===== src/rtl/pipeline_hazard_ctrl_pkg.sv =====
// Shared pipeline types: forwarding selects, mul/div FSM states, stage-register controls
// and the default mul/div latencies.
package pipeline_hazard_ctrl_pkg;

  localparam int DEFAULT_MULT_CYCLES = 5;
  localparam int DEFAULT_DIV_CYCLES  = 32;
  localparam int DEFAULT_REG_AW      = 5;

  typedef enum logic [1:0] {
    FWD_RF    = 2'b00,
    FWD_EXMEM = 2'b01,
    FWD_MEMWB = 2'b10
  } FwdSel;

  typedef enum logic [0:0] {
    MD_RUN  = 1'b0,
    MD_BUSY = 1'b1
  } MdState;

  typedef struct packed {
    logic en;
    logic clr;
  } PipelineReg;

  function automatic int max_int(input int a, input int b);
    return (a > b) ? a : b;
  endfunction

endpackage


===== src/rtl/pipeline_hazard_ctrl_md_busy_tracker.sv =====
// Mul/div busy tracker: a RUN/BUSY state machine with a down-counter that flags an
// operation in flight and pulses done on its final busy cycle.
module md_busy_tracker
  import pipeline_hazard_ctrl_pkg::*;
#(
  parameter int MULT_CYCLES = DEFAULT_MULT_CYCLES,
  parameter int DIV_CYCLES  = DEFAULT_DIV_CYCLES
) (
  input  logic clock,
  input  logic reset,
  input  logic issue,
  input  logic is_div,
  output logic busy,
  output logic done
);

  localparam int MAX_CYCLES = max_int(MULT_CYCLES, DIV_CYCLES);
  localparam int CW         = ($clog2(MAX_CYCLES) > 0) ? $clog2(MAX_CYCLES) : 1;

  localparam logic [0:0]    ST_RUN    = 1'(MD_RUN);
  localparam logic [0:0]    ST_BUSY   = 1'(MD_BUSY);
  localparam logic [CW-1:0] MULT_LOAD = CW'(MULT_CYCLES - 2);
  localparam logic [CW-1:0] DIV_LOAD  = CW'(DIV_CYCLES - 2);

  logic [0:0]    state_reg, state_next;
  logic [CW-1:0] cnt_reg, cnt_next;
  logic          done_reg, done_next;

  // The counter keeps running through pipeline freezes: the unit is independent of it.
  always_comb begin
    state_next = state_reg;
    cnt_next   = cnt_reg;
    if (state_reg == ST_RUN) begin
      if (issue) begin
        state_next = ST_BUSY;
        cnt_next   = is_div ? DIV_LOAD : MULT_LOAD;
      end
    end else begin
      if (cnt_reg == '0) begin
        state_next = ST_RUN;
      end else begin
        cnt_next = cnt_reg - CW'(1);
      end
    end
    done_next = (state_next == ST_BUSY) && (cnt_next == '0);
  end

  always_ff @(posedge clock) begin
    if (reset) begin
      state_reg <= ST_RUN;
      cnt_reg   <= '0;
      done_reg  <= 1'b0;
    end else begin
      state_reg <= state_next;
      cnt_reg   <= cnt_next;
      done_reg  <= done_next;
    end
  end

  assign busy = (state_reg == ST_BUSY);
  assign done = done_reg;

endmodule


===== src/rtl/pipeline_hazard_ctrl.sv =====
// Five-stage pipeline stall/flush/forwarding controller.
// Define HAZARD_MULDIV_EN to include the multi-cycle mul/div busy tracker and hilo stall.
module pipeline_hazard_ctrl
  import pipeline_hazard_ctrl_pkg::*;
#(
  parameter int MULT_CYCLES = DEFAULT_MULT_CYCLES,
  parameter int DIV_CYCLES  = DEFAULT_DIV_CYCLES,
  parameter int REG_AW      = DEFAULT_REG_AW
) (
  input  logic              clock,
  input  logic              reset,
  input  logic [REG_AW-1:0] id_rs,
  input  logic [REG_AW-1:0] id_rt,
  input  logic              id_use_rs,
  input  logic              id_use_rt,
  input  logic              id_use_hilo,
  input  logic [REG_AW-1:0] ex_rs,
  input  logic [REG_AW-1:0] ex_rt,
  input  logic [REG_AW-1:0] ex_rd,
  input  logic [REG_AW-1:0] mem_rd,
  input  logic [REG_AW-1:0] wb_rd,
  input  logic              ex_reg_write,
  input  logic              mem_reg_write,
  input  logic              wb_reg_write,
  input  logic              ex_mem_read,
  input  logic              ex_branch_taken,
  input  logic              ex_md_start,
  input  logic              ex_md_is_div,
  input  logic              dmem_wait,
  output logic              pc_en,
  output logic              ifid_en,
  output logic              idex_en,
  output logic              exmem_en,
  output logic              memwb_en,
  output logic              ifid_clr,
  output logic              idex_clr,
  output logic              exmem_clr,
  output logic [1:0]        fwd_a,
  output logic [1:0]        fwd_b,
  output logic              md_busy,
  output logic              md_done
);

  logic       load_use;
  logic       hilo_stall;
  logic       md_busy_int;
  logic       md_done_int;
  PipelineReg ifid, idex, exmem;
  logic       pc_en_int, memwb_en_int;

  // ex_reg_write is not needed: a load in EX always writes its destination.
  logic unused_inputs;
  assign unused_inputs = ex_reg_write;

  assign load_use = ex_mem_read && (ex_rd != '0) &&
                    ((id_use_rs && (ex_rd == id_rs)) || (id_use_rt && (ex_rd == id_rt)));

`ifdef HAZARD_MULDIV_EN
  logic md_issue;
  // Only an instruction that actually leaves EX starts the unit.
  assign md_issue   = ex_md_start && !dmem_wait && !ex_branch_taken;
  assign hilo_stall = id_use_hilo && (md_busy_int || ex_md_start);

  md_busy_tracker #(
    .MULT_CYCLES(MULT_CYCLES),
    .DIV_CYCLES (DIV_CYCLES)
  ) u_md_busy_tracker (
    .clock (clock),
    .reset (reset),
    .issue (md_issue),
    .is_div(ex_md_is_div),
    .busy  (md_busy_int),
    .done  (md_done_int)
  );
`else
  logic unused_md_is_div;
  assign unused_md_is_div = ex_md_is_div;
  assign hilo_stall       = id_use_hilo && ex_md_start;
  assign md_busy_int      = 1'b0;
  assign md_done_int      = 1'b0;
`endif

  always_comb begin
    pc_en_int    = 1'b1;
    memwb_en_int = 1'b1;
    ifid         = '{en: 1'b1, clr: 1'b0};
    idex         = '{en: 1'b1, clr: 1'b0};
    exmem        = '{en: 1'b1, clr: 1'b0};
    if (reset) begin
      // keep the defaults
    end else if (dmem_wait) begin
      pc_en_int    = 1'b0;
      memwb_en_int = 1'b0;
      ifid.en      = 1'b0;
      idex.en      = 1'b0;
      exmem.en     = 1'b0;
    end else if (ex_branch_taken) begin
      ifid.clr = 1'b1;
      idex.clr = 1'b1;
    end else if (load_use || hilo_stall) begin
      pc_en_int = 1'b0;
      ifid.en   = 1'b0;
      idex.clr  = 1'b1;
    end
  end

  assign pc_en     = pc_en_int;
  assign ifid_en   = ifid.en;
  assign idex_en   = idex.en;
  assign exmem_en  = exmem.en;
  assign memwb_en  = memwb_en_int;
  assign ifid_clr  = ifid.clr;
  assign idex_clr  = idex.clr;
  assign exmem_clr = exmem.clr;

  logic [REG_AW-1:0] ex_src [2];
  FwdSel             fwd_sel [2];

  assign ex_src[0] = ex_rs;
  assign ex_src[1] = ex_rt;

  // EX/MEM holds the younger result, so it wins over MEM/WB.
  for (genvar gi = 0; gi < 2; gi++) begin : g_fwd
    assign fwd_sel[gi] =
      reset                                                          ? FWD_RF    :
      (mem_reg_write && (mem_rd != '0) && (mem_rd == ex_src[gi])) ? FWD_EXMEM :
      (wb_reg_write  && (wb_rd  != '0) && (wb_rd  == ex_src[gi])) ? FWD_MEMWB :
                                                                       FWD_RF;
  end

  assign fwd_a   = fwd_sel[0];
  assign fwd_b   = fwd_sel[1];
  assign md_busy = md_busy_int;
  assign md_done = md_done_int;

endmodule


===== config.mk =====
export PLATFORM = sky130hd
export DESIGN_NAME = pipeline_hazard_ctrl
export DESIGN_NICKNAME = d
export VERILOG_FILES = /design/src/rtl/pipeline_hazard_ctrl_pkg.sv /design/src/rtl/pipeline_hazard_ctrl_md_busy_tracker.sv /design/src/rtl/pipeline_hazard_ctrl.sv
export SDC_FILE = /design/constraint.sdc
export NUM_CORES = 1
export LEC_CHECK = 0
export BUFFER_PORTS_ARGS = -buffer_cell sky130_fd_sc_hd__clkbuf_2
export CORE_UTILIZATION = 35
export DETAILED_ROUTE_END_ITERATION = 10
export PLACE_DENSITY = 0.84
export REMOVE_ABC_BUFFERS = 1
export SKIP_LAST_GASP = 1
export SYNTH_ARGS = -nofsm -noshare
export SYNTH_HDL_FRONTEND = slang
export SYNTH_SLANG_ARGS = --single-unit

===== constraint.sdc =====
create_clock -name vclk -period 2.6
set_clock_uncertainty 0.15 [all_clocks]
set_input_delay 0.52 -clock vclk [all_inputs]
set_output_delay 0.52 -clock vclk [all_outputs]
set_load 0.005 [all_outputs]

==> results of run 1 <==
cell type report:
type	instances	area share, %
Multi-Input combinational cell	67	61.00
Tap cell	15	2.276
Timing Repair Buffer	59	36.72
per-layer routing:
metal / part of all wire [%] / GRT usage (%) / routed length (um) / vias up
li1: - / - / - / 356
met1: 41 / 24.36 / 672 / 308
met2: 56 / 38.28 / 907 / 15
met3: 2.6 / 0.5435 / 43 / 0
met4: 0 / 3.333 / 0 / 0
met5: 0 / 0 / 0 / -
worst paths after layout:
check  slack [ps]             from        to
max            70        mem_rd[0]  fwd_b[1]
min          1200  ex_branch_taken  ifid_clr
power by group:
part | switching (mW) | internal (mW) | leakage, nW
sequential | 0 | 0 | 0
clock | 0 | 0 | 0
combinational | 0.0575 | 0.0639 | 0.410
total | 0.0575 | 0.0639 | 0.410
tightest hold or removal path: stages:
cell and delay [ps]:
clkbuf_2 100, and2_1 110, clkbuf_2 100
metrics by stage:
| stage | cell area (um2) | cells | TNS, ps |
|---|---|---|---|
| final | 824.5 | 141 | 0 |
| after global placement | 805.8 | 140 | 0 |
| after global routing | 824.5 | 141 | -28.33 |
| after floorplan | 491.7 | 67 | 0 |
| after CTS | 805.8 | 140 | 0 |
| after detailed placement | 805.8 | 140 | 0 |
cell usage in the layout, fill, tap and decap left out, drive strengths merged:
cell type and instances:
nor3 2, or4 5, nor2b 1, o21ai 5, or3 1, xnor2 12
nand3 2, and2 3, nor2 2, xor2 18, buf 5, clkbuf 54
nor4 6, nand2 3, a32oi 1, nand2b 2, o211a 1, conb 3
cells by family after synthesis:
kind of cell	after synthesis	share of synthesized area, %
other	1	0.7085
xor gates and xnor gates	30	49.65
AOI/OAI and AO/OA	7	8.984
buffers and inverters	6	8.510
and+or+nand+nor	27	32.15
timing repair:
| action | CTS | global route |
|---|---|---|
| setup buffers | 0 | 1 |
| gates resized for setup | 0 | 4 |
| endpoints found under the setup margin | 0 | 2 |
==> results.yml, run 1 <==
finish:
  area_delta_synth_final_pct: 55.79
  nFlopsAndLatches: 0
  seq_area_um2: 0
  multi_input_area_um2: 503.0
  postLayoutCoreUtil_pct: 61.08
  n_fill_cell: 135
  n_antenna_cell: 0
  drive_above_1_share_pct: 50.00
  nClkBuffers: 0
  nets: 176
worst_hold_path:
  hold_path.class: "in -> out"
  hold_depth: 3
floorplan:
  core-area_mm2: 0.001350
  initial_core_util_pct: 39.20
  die_y_um: 40.89
  fp.dieArea_mm2: 0.001672
  die_w_um: 40.89
  ios: 62
  rows: 13
routing:
  wire_per_inst_um: 11.52
  postRouteWirelength_mm: 1.624
  drc: 0
  vias_per_cell: 4.816
  drtIter0Drc: 2
  first_pass_iters: 4
  drt.antenna.violating_nets: 0
  vias: 679
pwr:
  p_leak_nw: 0.4098
  power_uw: 121.4
  max-vdd-ir-drop_v: 0.00006343
  p_per_area_mw_per_mm2: 147.2
sta:
  setup_ws_ps: 71.18
  rsz0062_at_grt: "yes"
  max_freq_ghz: 0.3954
  fin_crit_sh_pct: 97.26
  setup-violations-final: 0
  whs_ps: 1202
  slew_viol_final: 0
  fin_crit_ps: 2529
  hold_violations: 0
run_status:
  status: "completed"
place:
  port_buffers: 56
  place.gp.congestion: 0.7107
  place_ws_ps: 47.90
  dpl.hpwl_mm: 1.496
yosys:
  avgSynthCellArea_um2: 7.454
  syn-cell-area_um2: 529.3
  synth_top_area_share_pct: 29.79
  synth.area.top_cells: "xor2_1 (30%), xnor2_1 (20%), buf_4 (8.5%)"
  yosysTopAreaCell: "xor2_1"
  synth_warnings: 0
  synthCells: 71
  yosysUniqueCellTypes: 20
  synthTopCellsByCount: "xor2_1 (18), xnor2_1 (12), buf_4 (6), or4_1 (5)"
  yosysMostFrequentCell: "xor2_1"
  yosysSeqAreaShare_pct: 0
critical_path:
  slowest_stage: "or4_4"
  crit_required_ps: 1930
  path_depth: 6
  worstSetupStartpointType: "primary input"
  path_max_fanout: 4
  cp.arrival_ps: 1860
  worstSetupPathType: "in -> out"
  crit_family: "simple AND/OR/NAND/NOR gates"
  critPathBufInv: 2
  endpoint_kind: "output pin"
  slowest_delay_ps: 540
  timing.critical_path.cells: "clkbuf_2 -> or4_4 -> o21ai_4 -> nor3_1 -> nor4_2 -> buf_2"
global_route:
  grt_max_degree: 8
  gr-usage-all-layers_pct: 19.98
  antenna_found_initial: 0
  grt_pass1_wl_mm: 2.277
  grt.overflow.total: 0
  grt_pass1_vias: 564
run:
  cap_violations: 0
clocking:
  cts_hold_buf: 0
No activity file was read; power rests on OpenSTA's default activity.
==> run 2, diff against run 1 <==
--- a/config.mk
+++ b/config.mk
@@ -5,12 +5,12 @@
 export SDC_FILE = /design/constraint.sdc
 export NUM_CORES = 1
 export LEC_CHECK = 0
-export BUFFER_PORTS_ARGS = -buffer_cell sky130_fd_sc_hd__clkbuf_2
-export CORE_UTILIZATION = 35
+export ABC_AREA = 1
+export BUFFER_PORTS_ARGS = -buffer_cell sky130_fd_sc_hd__buf_2
+export CORE_UTILIZATION = 38
 export DETAILED_ROUTE_END_ITERATION = 10
-export PLACE_DENSITY = 0.84
+export PLACE_DENSITY = 0.85
 export REMOVE_ABC_BUFFERS = 1
-export SKIP_LAST_GASP = 1
 export SYNTH_ARGS = -nofsm -noshare
 export SYNTH_HDL_FRONTEND = slang
 export SYNTH_SLANG_ARGS = --single-unit
==> results.yml, run 2 <==
run_status:
  status: "completed"
clocking:
  cts_hold_buf: 0
  cts_resized: 0
  cts_setup_buffers: 0
sta:
  whs_ps: 1172
  fin_crit_sh_pct: 82.53
  tns_ps: 0
  slew_viol_final: 0
  max_freq_ghz: 0.4660
  setup-violations-final: 0
  rsz0062_at_grt: "no"
  fin_crit_ps: 2146
  hold_violations: 0
yosys:
  synth_top_area_share_pct: 29.64
  yosysSeqAreaShare_pct: 0
  yosysUniqueCellTypes: 15
  synthTopCellsByCount: "nand2_1 (49), inv_1 (22), nor2_1 (16), xnor2_1 (10)"
  avgSynthCellArea_um2: 4.774
  yosysTopAreaCell: "nand2_1"
  synth_warnings: 0
  yosysMostFrequentCell: "nand2_1"
  synthCells: 130
  syn-cell-area_um2: 620.6
  synth.area.top_cells: "nand2_1 (30%), xnor2_1 (14%), inv_1 (13%)"
critical_path:
  crit_required_ps: 1930
  worstSetupPathType: "in -> out"
  endpoint_kind: "output pin"
  cp.arrival_ps: 1480
  path_max_fanout: 5
  worstSetupStartpointType: "primary input"
finish:
  drive_above_1_share_pct: 31.87
  final_cell_mix: "buf_2 (56), nand2_1 (49), inv_1 (22)"
  nets: 232
  n_antenna_cell: 0
  final_common_cell: "buf_2"
  nFlopsAndLatches: 0
  seq_area_um2: 0
  instances_no_fill: 198
  nClkBuffers: 0
  area_delta_synth_final_pct: 42.34
routing:
  wire_per_inst_um: 8.808
  drc: 0
  drtIter0Drc: 7
  vias: 900
  first_pass_iters: 5
  vias_per_cell: 4.545
  drt.antenna.violating_nets: 0
  postRouteWirelength_mm: 1.744
place:
  place.gp.congestion: 0.8787
  dp_cells: 198
  dpl.hpwl_mm: 1.625
  port_buffers: 56
pwr:
  p_leak_nw: 0.5944
  p_per_area_mw_per_mm2: 142.4
  max-vdd-ir-drop_v: 0.00006373
global_route:
  gr-usage-all-layers_pct: 19.96
  grt_pass1_vias: 812
  grt.overflow.total: 0
  antenna_found_initial: 0
  grt_max_degree: 6
  grt_pass1_wl_mm: 2.980
floorplan:
  initial_core_util_pct: 40.72
  die_y_um: 42.41
  ios: 62
  core-area_mm2: 0.001524
  die_w_um: 42.41
  fp.dieArea_mm2: 0.001799
  rows: 14
run:
  cap_violations: 0
worst_hold_path:
  hold_path.class: "in -> out"
-- run 2: final timing paths --
| path | startpoint | end | slack [ps] | cells past startpoint |
|---|---|---|---|---|
| setup / recovery | ex_rd[0] | ifid_en | 450 | 9 |
| hold / removal | reset | fwd_a[0] | 1170 | 3 |
-- run 2: power by group --
group	internal [mW]	switching, mW
clock	0	0
combinational	0.0612	0.0646
sequential	0	0
-- run 2: kinds of logic (layout without fill, tap and decap cells) --
family,after synthesis,after routing,share of synthesized area [%]
AOI/OAI and AO/OA,8,8,7.659
buffers and inverters,28,78,20.56
and+or+nand+nor,79,79,51.41
xor gates and xnor gates,14,14,19.76
other,1,3,0.6043
-- run 2: layout make-up --
| class | count | area [um2] |
|---|---|---|
| multi-input cells | 104 | 500.5 |
| inverters | 22 | 82.58 |
| fillers | 170 | 640.6 |
| repair buffers | 56 | 280.3 |
| well taps | 16 | 20.02 |
-- run 2: routing by layer --
metal  global-route usage [%]  share of wire (%)
met5                        0                  0
met2                    38.46                 52
met3                        0                4.7
met1                    24.87                 42
met4                    3.125                1.5
-- run 2: worst max-delay path: stages --
cell     delay [ps]
buf_2           130
nor2_1          120
nand3_1          70
o21ai_0         140
inv_1            50
nand2_1          60
nand2_1          60
a21oi_1         170
buf_2           140
-- run 2: through the flow --
step,utilization (%),cell area (um2),power (mW),setup WS (ps)
5_1_grt,57.96,883.3,0.1434,324.1
6_report,57.96,883.3,0.1258,454.2
3_3_place_gp,57.96,883.3,0.1211,494.4
2_1_floorplan,-,583.1,0.06280,777.8
3_5_place_dp,57.96,883.3,0.1256,456.7
4_1_cts,57.96,883.3,0.1259,452.7
